File: src/rtl/fir_sample_sequencer.sv
// fir_sample_sequencer: buffers incoming audio samples in a small FIFO and
// sequences each one through an external FIR filter or around it (bypass).
// Filter results are rounded, scaled by gain and saturated to 8 bits.
//
// Handshake semantics: every strobe here (ready, fir_start, fir_done,
// out_valid) is a one-cycle qualifier with no back-pressure. A payload is
// valid only in a cycle where its strobe is 1. A sample strobed in while the
// FIFO is full is dropped and counted. fir_done is honoured only in WAIT.
module fir_sample_sequencer #(
  parameter int DEPTH   = 4,
  parameter int TIMEOUT = 64
) (
  input  logic              clock,
  input  logic              reset,
  input  logic              ready,
  input  logic signed [7:0] x,
  input  logic              bypass,
  input  logic [1:0]        gain,
  output logic              fir_start,
  output logic signed [7:0] fir_x,
  input  logic signed [17:0] fir_y,
  input  logic              fir_done,
  output logic              out_valid,
  output logic signed [7:0] out_sample,
  output logic              busy,
  output logic              overrun,
  output logic              timeout_err,
  output logic [7:0]        drop_count
);

  localparam int AW = (DEPTH > 1) ? $clog2(DEPTH) : 1;
  localparam int WW = (TIMEOUT > 1) ? $clog2(TIMEOUT) : 1;

  typedef enum logic [1:0] {
    IDLE  = 2'd0,
    START = 2'd1,
    WAIT  = 2'd2,
    OUT   = 2'd3
  } state_t;

  state_t state;

  // FIFO storage and bookkeeping
  logic signed [7:0] mem [DEPTH];
  logic [AW-1:0]     wr_ptr;
  logic [AW-1:0]     rd_ptr;
  logic [AW:0]       count;
  logic              fifo_empty;
  logic              fifo_full;
  logic              pop;
  logic              push;
  logic              drop;
  logic signed [7:0] head;

  // Watchdog counter for the WAIT state
  logic [WW-1:0]     wd_cnt;

  // Scaling datapath
  logic [3:0]         shift_amt;
  logic signed [18:0] round_term;
  logic signed [18:0] sum;
  logic signed [18:0] shifted;
  logic signed [7:0]  scaled;

  assign fifo_empty = (count == '0);
  assign fifo_full  = (count == (AW+1)'(DEPTH));
  assign head       = mem[rd_ptr];

  // The FSM only consumes from the FIFO while idle; a pop frees a slot for a
  // push arriving in the same cycle, so a full FIFO does not drop it.
  assign pop  = (state == IDLE) && !fifo_empty;
  assign push = ready && (!fifo_full || pop);
  assign drop = ready && fifo_full && !pop;

  assign busy = (state != IDLE) || !fifo_empty;

  // Round-half-up then arithmetic shift by 10-gain, saturated to 8 bits
  always_comb begin
    shift_amt  = 4'd10 - {2'b00, gain};
    round_term = 19'sd1 <<< (shift_amt - 4'd1);
    sum        = {fir_y[17], fir_y} + round_term;
    shifted    = sum >>> shift_amt;
    if (shifted > 19'sd127) begin
      scaled = 8'sd127;
    end else if (shifted < -19'sd128) begin
      scaled = -8'sd128;
    end else begin
      scaled = shifted[7:0];
    end
  end

  // FIFO storage write; contents need no reset since count gates reads
  always_ff @(posedge clock) begin
    if (push) begin
      mem[wr_ptr] <= x;
    end
  end

  // FIFO pointers and occupancy
  always_ff @(posedge clock or posedge reset) begin
    if (reset) begin
      wr_ptr <= '0;
      rd_ptr <= '0;
      count  <= '0;
    end else begin
      if (push) begin
        wr_ptr <= wr_ptr + 1'b1;
      end
      if (pop) begin
        rd_ptr <= rd_ptr + 1'b1;
      end
      case ({push, pop})
        2'b10:   count <= count + 1'b1;
        2'b01:   count <= count - 1'b1;
        default: count <= count;
      endcase
    end
  end

  // Sticky overrun flag and saturating drop counter
  always_ff @(posedge clock or posedge reset) begin
    if (reset) begin
      overrun    <= 1'b0;
      drop_count <= 8'd0;
    end else if (drop) begin
      overrun <= 1'b1;
      if (drop_count != 8'hFF) begin
        drop_count <= drop_count + 8'd1;
      end
    end
  end

  // Sequencing FSM with registered strobes and data outputs
  always_ff @(posedge clock or posedge reset) begin
    if (reset) begin
      state       <= IDLE;
      fir_start   <= 1'b0;
      fir_x       <= 8'sd0;
      out_valid   <= 1'b0;
      out_sample  <= 8'sd0;
      timeout_err <= 1'b0;
      wd_cnt      <= '0;
    end else begin
      fir_start <= 1'b0;
      out_valid <= 1'b0;
      case (state)
        IDLE: begin
          if (!fifo_empty) begin
            if (bypass) begin
              out_sample <= head;
              out_valid  <= 1'b1;
            end else begin
              fir_x     <= head;
              fir_start <= 1'b1;
              state     <= START;
            end
          end
        end
        START: begin
          wd_cnt <= '0;
          state  <= WAIT;
        end
        WAIT: begin
          if (fir_done) begin
            out_sample <= scaled;
            out_valid  <= 1'b1;
            state      <= OUT;
          end else if (wd_cnt == WW'(TIMEOUT - 1)) begin
            timeout_err <= 1'b1;
            out_sample  <= 8'sd0;
            out_valid   <= 1'b1;
            state       <= OUT;
          end else begin
            wd_cnt <= wd_cnt + 1'b1;
          end
        end
        OUT: begin
          state <= IDLE;
        end
        default: begin
          state <= IDLE;
        end
      endcase
    end
  end

endmodule

File: config.mk
export PLATFORM = sky130hd
export DESIGN_NAME = fir_sample_sequencer
export DESIGN_NICKNAME = d
export VERILOG_FILES = /design/src/rtl/fir_sample_sequencer.sv
export SDC_FILE = /design/constraint.sdc
export NUM_CORES = 1
export LEC_CHECK = 0
export BUFFER_PORTS_ARGS = -buffer_cell sky130_fd_sc_hd__clkbuf_2
export CAP_MARGIN = 10
export CORE_AREA = 2 2 98 100
export CTS_BUF_LIST = sky130_fd_sc_hd__clkbuf_2
export CTS_CLUSTER_SIZE = 25
export DETAILED_ROUTE_END_ITERATION = 8
export DIE_AREA = 0 0 100 102
export PLACE_DENSITY = 0.73
export SYNTH_ARGS = -nofsm -noshare
export SYNTH_HDL_FRONTEND = slang
export SYNTH_SLANG_ARGS = --single-unit
File: constraint.sdc
create_clock -name clock -period 2.7 [get_ports clock]
set_input_delay 0.135 -clock clock [delete_from_list [all_inputs] [get_ports clock]]
set_output_delay 0.135 -clock clock [all_outputs]
set_load 0.05 [all_outputs]
[Yosys cells after proc, flatten, opt, wreduce, memory -nomap -nowiden]
Memory sizes are Yosys's and may differ from the RTL's.
Cells that the tools add are included.
W data, S select, Z words.
Storage, ports and cells
  register bits: 43
  bits in writable memories: 32
  bits of input ports: 33
  logic and storage cells: 90
  memories kept: 1
Cells by class
  add/sub/neg operators: 9
  order comparisons: 2
  eq/ne operators: 14
  shift-type cells: 2
  multiplexer cells: 26
  bitwise operators: 3
  reductions and logical operators: 21
Memories
  mem: words 4, width 8, read ports 1, clocked after Yosys merged registers in 0, wr ports 1, line 44  | logic signed [7:0] mem [DEPTH];
Operators with widths (count)
  $mux W8: 6
  $add A19 B19 Y19: 1
  $gt A19 B8 Y1 const B: 1
  $lt A19 B8 Y1 const B: 1
  $sshl A2 B4 Y19 const A: 1
  $sshr A19 B4 Y19: 1
  $pmux W8 S2: 1
  $mux W6: 2
  $pmux W6 S2: 1
  $reduce_and A3 Y1: 4
  $ne A2 B2 Y1 const B: 5
  $mux W1: 9
  $add A8 B1 Y8 const B: 1
  $mux W2: 4
  $ne A8 B8 Y1 const B: 1
  $pmux W2 S4: 1
  $reduce_bool A2 Y1: 4
  $add A6 B1 Y6 const B: 1
  $eq A2 B2 Y1 const B: 3
  $eq A6 B6 Y1 const B: 1
  $pmux W3 S2: 1
  $add A2 B1 Y2 const B: 2
  $eq A2 B1 Y1 const B: 2
  $logic_and A1 B1 Y1: 4
  14 further kinds: 19

[Logic depth before layout (Yosys ltp)]
Gate-level depths: netlist of the first run.
  depth after elaboration: 10
  gate-level depth with buffers: 18

[Least setup slack after synthesis of the first run]
No wires, ideal clock.
  path kind: in2reg
  from: input port gain[0]
  to: register out_sample[0]
  arrival time: 3.913 ns
  required time: 2.634 ns
  path slack: -1.279 ns
  cell stages on the path: 16
  path buffers: 2
  cell sequence: inv_1 -> buf_1 -> ha_1 -> ha_1 -> and2b_2 -> and2_1 -> ha_1 -> buf_6 -> nand4_1 -> or3_1 -> o21ai_4 -> xor2_2 -> o22ai_1 -> o41a_1 -> o32ai_4 -> a22o_1
On the way
  longest elaborated chain between the ends: 10
  elaborated cells between the ends (all ways): 11
  classes of those cells: add/sub (3); order compare (2); shift (2); mux (4)
Ends and longest elaborated chain
  start, declared: line 18  | input logic [1:0] gain,
  $sub A4 B2 Y4 *: line 79  | shift_amt = 4'd10 - {2'b00, gain};
  $sub A4 B1 Y4: line 80  | round_term = 19'sd1 <<< (shift_amt - 4'd1);
  $sshl A2 B4 Y19: line 80
  $add A19 B19 Y19: line 81  | sum = {fir_y[17], fir_y} + round_term;
  $sshr A19 B4 Y19 *: line 82  | shifted = sum >>> shift_amt;
  $lt A19 B8 Y1: line 85  | end else if (shifted < -19'sd128) begin
  $mux W8: line 85
  $mux W8 *: line 83  | if (shifted > 19'sd127) begin
  $mux W8 *: line 164  | if (fir_done) begin
  $pmux W8 S2 *: line 146  | case (state)
  end signal, assigned: line 165  | out_sample <= scaled;
  end, declared: line 24  | output logic signed [7:0] out_sample,
Mark *: on every way between the ends. The rest lies on a longest branch, timed or not.
A chain may end at the register's enable or synchronous reset.

[Worst setup path in the final report of the first run]
Same ends and word-level chain as after synthesis.

==> results of run 1 <==
-- repair_timing --
action / CTS / global route
gates resized for setup: 34 / 34
pin swaps: 20 / 32
buffers inserted: 7 / 7
hold buffers: 13 / 0
gates cloned: 0 / 0
hold endpoints to repair: 54 / 0
endpoints found under the setup margin: 7 / 7
-- area by class of cell --
| type | instances | area share [%] |
|---|---|---|
| Tap cell | 111 | 2.091 |
| Sequential cell | 75 | 30.67 |
| Timing Repair Buffer | 168 | 17.78 |
| Clock inverter | 6 | 0.9797 |
| Multi-Input combinational cell | 349 | 46.53 |
| Clock buffer | 10 | 0.7536 |
| Inverter | 19 | 1.187 |
-- sequential cells by signal (all words and copies together) (netlist names), 3 cells and up --
register    flops
wd_cnt          6
fir_x           8
count           3
out_sample      8
mem            32
drop_count      8
-- power by group through the flow --
stage | Combinational [mW] | Sequential [mW] | Clock [mW]
after detailed placement | 2.68 | 1.87 | 0
after global placement | 2.60 | 1.85 | 0
after global routing | 3.10 | 1.90 | 0.668
after CTS | 2.77 | 1.85 | 0.629
final | 2.89 | 1.85 | 0.610
after floorplan | 1.44 | 2.32 | 0
-- metrics by stage --
step,setup TNS (ps),std cells,setup WS (ps),hold slack (ps),utilization [%]
after floorplan,-5978,456,-859.2,233.9,-
after global placement,-7470,695,-1039,156.2,65.23
after detailed placement,-8350,695,-1173,162.3,65.23
after CTS,-2131,731,-340.5,135.7,70.32
after global routing,-3583,738,-554.0,182.3,72.91
final,-2946,738,-460.2,164.8,72.91
-- synthesized netlist by cell type (2+ instances only) --
master	instances	area, sq um
and2_2	3	22.52
mux2i_1	14	140.1
buf_6	2	22.52
a21o_1	2	15.01
o211a_1	3	30.03
a211o_1	2	17.52
inv_1	16	60.06
xnor2_1	14	122.6
ha_1	33	412.9
o21a_1	3	22.52
nand3_1	9	45.04
a22o_1	8	70.07
xor2_2	3	48.80
edfxtp_1	32	960.9
dfrtp_1	43	1076
a21oi_2	3	26.28
xor2_1	11	96.34
a211oi_1	2	15.01
nand2_1	42	157.7
nand2b_1	9	56.30
o21ai_0	30	150.1
nand4_1	7	43.79
nor4_1	2	12.51
nor2_1	20	75.07
nor3_1	8	40.04
mux4_2	9	202.7
o22ai_1	3	18.77
buf_1	3	11.26
mux2_2	10	112.6
o211ai_1	5	37.54
nor2b_1	6	37.54
clkbuf_1	7	26.28
and3_1	3	18.77
a21oi_1	32	160.2
inv_2	2	7.510
and3_2	3	22.52
o21ai_1	4	20.02
and2_1	7	43.79
-- kinds of logic (layout without fill, tap and decap cells) --
kind of cell,count (synthesis),after routing,share of synthesized area (%)
flip-flops,75,75,41.31
multiplexers,34,34,9.769
other,1,2,0.07605
XOR/XNOR,28,28,5.430
adder cells (fa/ha/maj),34,34,8.780
AND/OR/NAND/NOR,129,129,13.58
buffers and inverters,32,203,2.943
AO/OA/AOI/OAI,122,122,18.12
-- tightest hold or removal path, cell delays in order --
cell and delay [ps]:
dlygate4sd3_1 540, clkbuf_2 110, clkinv_1 350
-- final timing paths --
kind / start / end / cells past startpoint
max: gain[0] / out_sample[0]$_DFFE_PP0P_ / 20
min: reset / timeout_err$_DFFE_PP0P_ / 3
max reg2reg: state[0]$_DFFE_PP0P_ / count[2]$_DFFE_PP0P_ / 11
min reg2reg: timeout_err$_DFFE_PP0P_ / timeout_err$_DFFE_PP0P_ / 1
max in group asynchronous: reset / fir_start$_DFF_PP0_ / 4
min in group clock: x[5] / mem[2][5]$_DFFE_PP_ / 2
-- routing by layer --
layer	GRT usage (%)	wire, um
met1	33.36	5490
met4	6.428	185
met2	42.88	6418
met5	0	0
met3	3.488	484
==> results.cfg, run 1 <==
[synth]
async_flop_share_pct = 57.33
synth.avg_cell_area_sq_um = 10.84
netlist_area_sq_um = 4931
ys_types = 78
synthFlopType = dfrtp_1
yosysSeqAreaShare_pct = 41.31
synth-edff-count = 32
syn_inst = 455
yosys_warnings = 0
ys_ff_latch = 75

[setup_path]
start_kind = primary input
regToRegSetupSlack_ps = 240
cp.buffers_inverters = 6
crit_slowest_cell = o32ai_4
required_ps = 3110
cpLargestDelayFamily = compound AO/OA/AOI/OAI gates
cpMostUsedCell = ha_4
slowest_delay_ps = 400
crit_chain = clkbuf_16, inv_8, ha_4, ha_4, and2b_2, and2_4, ha_4, buf_6, a21oi_4, o21ai_2, nor2b_1, a21oi_2, buf_4, a41oi_4, inv_2, o21ai_0, o21ai_0, buf_4, o32ai_4, a22o_1
worstPathArrival_ps = 3570
critPathMaxFanout = 7
path_class = primary input to flip-flop
critPathCaptureType = flip-flop

[power_and_ir_drop]
sw_frac_of_total_pct = 45.45
p_sw_mw = 2.430
p_total_mw = 5.347
p_leak_nw = 2.911
p_seq_share_pct = 34.6
power_frac_comb_pct = 54.0
internal-power_mw = 2.917
power_density_nw_per_um2 = 805.1
peakVddDrop_v = 0.0008360
p_clk_share_pct = 11.4

[grt]
antenna_found_initial = 0
grt_pass1_wl_um = 19930
track_usage_pct = 24.82
grt_max_degree = 26
grt_pass1_vias = 4142
grt_overflow_total = 0

[final_layout]
final_layout_size_suffix_gt1_share_pct = 42.74
mostFrequentLayoutCell = buf_4
n_fill_cell = 639
seq_area_sq_um = 2037
multiInputGateArea_sq_um = 3090
fin_area_sq_um = 6641
antenna_cells = 0
layout_common_cells = buf_4 (91), clkbuf_2 (69), dfrtp_1 (43)
syn2layout_area_growth_pct = 34.69
num-nets-final = 689

[routing]
drt-initial-drc-count = 230
wl_um = 12580
drc = 0
drtAntennaViolNets = 0
firstDrtPassIters = 5
num_vias = 4182
viasPerCell = 5.667
wl_per_cell_um = 17.04

[outcome]
status = complete, but fails checks
violations = negative setup slack

[cts]
clkLatencyLatePin_ps = 490
clockRootBuffer = clkbuf_2
clockBufferDepth = 2
cts_tree = yes
clk_pin_slew_worst_paths_ps = 210
clock_sinks = 75
cts.htree.levels = 3
cts_inserted_buffers = 9

[placed_design]
gp_congestion = 0.8956
place_area_sq_um = 5942
post-dp-hpwl_um = 9022
io_buffers = 61

[timing]
clock_skew_ps = 42.39
setup-violations-final = 7
fin_crit_sh_pct = 117.0
hold_violations = 0
fin_ws_ps = -460.2
rsz0062_at_grt = true
clock.fmax_mhz = 316.4
period_needed_ps = 3160
slew_viol_final = 0
max_slew_margin_pct = 55.70
worst_pin_slew_ps = 660.5

[floorplan]
pin_count = 62
core_area_sq_um = 9109
initial_utilization_pct = 54.13
fp.dieH_um = 102
dieArea_sq_um = 10200
rows = 35
die_w_um = 100

[hold_path]
hp-class = primary input to asynchronous set/reset pin

[run]
cap_violations = 0
No activity file was read; power rests on OpenSTA's default activity.
==> run 2, diff against run 1 <==
Settings changed: CTS_BUF_LIST sky130_fd_sc_hd__clkbuf_2 to default.
Clock period 2.7 ns to 2.98 ns, I/O delays scaled along.
==> run 2 against run 1 <==
Against the previous run:
- the flow still finishes with violations (negative setup slack)
- cell area is 1.3% lower
- flip-flop and latch count stayed put
- cell count is 2.4% lower
- die area stayed put
- count of clock-buffer cells in the layout is 1 lower
- largest cell class unchanged
==> results.cfg, run 2 (synthesized netlist as in run 1, its figures left out) <==
[timing]
rsz0062_at_grt = true
setup-violations-final = 7
clock_skew_ps = 12.09
max_slew_margin_pct = 49.89
clock.fmax_mhz = 292.0
hold_violations = 0
slew_viol_final = 0
period_needed_ps = 3424
hold_slack_ps = 17.33
tns_ps = -3020
fin_crit_sh_pct = 114.9
worst_pin_slew_ps = 750.1
fin_ws_ps = -444.5

[routing]
drt-initial-drc-count = 187
wl_per_cell_um = 16.97
firstDrtPassIters = 4
drc = 0
num_vias = 4113
drtAntennaViolNets = 0
wl_um = 12220
viasPerCell = 5.713

[cts]
clockBufferDepth = 2
cts_tree = yes
clk_pin_slew_worst_paths_ps = 90
cts.htree.levels = 3
clockRootBuffer = clkbuf_8
cts_inserted_buffers = 9
clock_sinks = 75
clkLatencyLatePin_ps = 340

[floorplan]
initial_utilization_pct = 54.13
die_w_um = 100
fp.dieH_um = 102
core_area_sq_um = 9109
dieArea_sq_um = 10200
pin_count = 62
rows = 35

[setup_path]
slowest_delay_ps = 450
crit_chain = clkbuf_16, inv_8, ha_4, ha_4, and2b_2, and2_4, ha_4, nand4_1, or3_4, o21ai_4, xor2_4, buf_6, o211ai_1, a22oi_2, a32oi_2, o32ai_4, a22o_1
required_ps = 3260
start_kind = primary input
path_class = primary input to flip-flop
critPathMaxFanout = 7
crit_slowest_cell = o32ai_4
worstPathArrival_ps = 3700
critPathCaptureType = flip-flop
cpMostUsedCell = ha_4

[outcome]
status = complete, but fails checks
violations = negative setup slack

[power_and_ir_drop]
p_leak_nw = 2.851
power_density_nw_per_um2 = 770.6
peakVddDrop_v = 0.0005919

[final_layout]
n_fill_cell = 612
top_register = mem
finalCoreUtilization_pct = 71.98
layout_common_cells = buf_4 (84), clkbuf_2 (59), dfrtp_1 (43)
antenna_cells = 0
syn2layout_area_growth_pct = 32.96
fin_cells = 720
largest_reg_flops = 32
num-nets-final = 671
mostFrequentLayoutCell = buf_4
final_layout_size_suffix_gt1_share_pct = 41.38

[grt]
grt_pass1_vias = 3953
grt_max_degree = 44
antenna_found_initial = 0
track_usage_pct = 23.49
grt_pass1_wl_um = 18870
grt_overflow_total = 0

[run]
cap_violations = 0

[hold_path]
hp-class = primary input to flip-flop

[placed_design]
post-dp-hpwl_um = 8850
gp_congestion = 0.8704
place_inst = 686
pre_cts_slack_ps = -1106
io_buffers = 61
==> run 2: cell count changes in the layout (fill, tap and decap cells not counted), moves of 3 or more <==
cell,delta
a21oi_2,-3
buf_4,-7
o21ai_1,+4
dlygate4sd3_1,-11
clkbuf_8,+9
ha_1,+3
o21ai_2,-6
clkbuf_2,-10
==> run 2: critical path, delay by kind of cell <==
family / cells / cell delay [ps]
AND/OR/NAND/NOR: 4 / 940
adder cells (fa/ha/maj): 3 / 730
XOR/XNOR: 1 / 180
AO/OA/AOI/OAI: 6 / 1360
buffers and inverters: 3 / 330
==> run 2: what timing repair did <==
action,4_1_cts,5_1_grt
hold endpoints to repair,45,0
gates resized for setup,33,32
hold buffers,2,0
endpoints found under the setup margin,7,7
pin swaps,25,28
setup buffers,11,6
==> run 2: where the power goes <==
group | total (mW) | internal, mW | leakage, nW | switching [mW]
clock network | 0.807 | 0.403 | 0.104 | 0.404
registers | 1.67 | 1.41 | 0.813 | 0.256
logic | 2.57 | 1.01 | 1.93 | 1.57
==> run 2: routing by layer <==
layer	wire, um	track usage [%]	vias to the layer above	share of wire, %
met5	0	0	-	0
met4	205	6.428	0	1.7
met3	427	4.309	19	3.5
met2	6219	39.71	74	51
met1	5369	31.50	2036	44
li1	-	-	1984	-
==> run 2: area by class of cell <==
class / instances / area, sq um / area share (%)
Sequential cell: 75 / 2037 / 31.07
Timing Repair Buffer: 150 / 1018 / 15.53
Tap cell: 111 / 138.9 / 2.118
Multi-Input combinational cell: 349 / 3077 / 46.93
Inverter: 19 / 78.83 / 1.202
Clock inverter: 7 / 82.58 / 1.260
Clock buffer: 9 / 123.9 / 1.889
==> run 2: stage by stage <==
| step | cell area, sq um | total power [mW] |
|---|---|---|
| floorplan | 4979 | 3.403 |
| CTS | 6346 | 4.978 |
| detailed placement | 5874 | 4.098 |
| global route | 6556 | 5.347 |
| finish | 6556 | 5.052 |
| global placement | 5874 | 4.020 |
==> run 2: worst paths after layout <==
kind | startpoint | to | slack, ps | depth (start not counted)
worst min-delay path | x[2] | mem[0][2]$_DFFE_PP_ | 20 | 1
worst min register to register | count[2]$_DFFE_PP0P_ | count[2]$_DFFE_PP0P_ | 480 | 1
worst max register to register | state[0]$_DFFE_PP0P_ | count[2]$_DFFE_PP0P_ | 380 | 11
worst max-delay path | gain[0] | out_sample[1]$_DFFE_PP0P_ | -440 | 17
min in group asynchronous | reset | wd_cnt[4]$_DFFE_PP0P_ | 460 | 4
max in group asynchronous | reset | rd_ptr[0]$_DFFE_PP0P_ | 2150 | 4
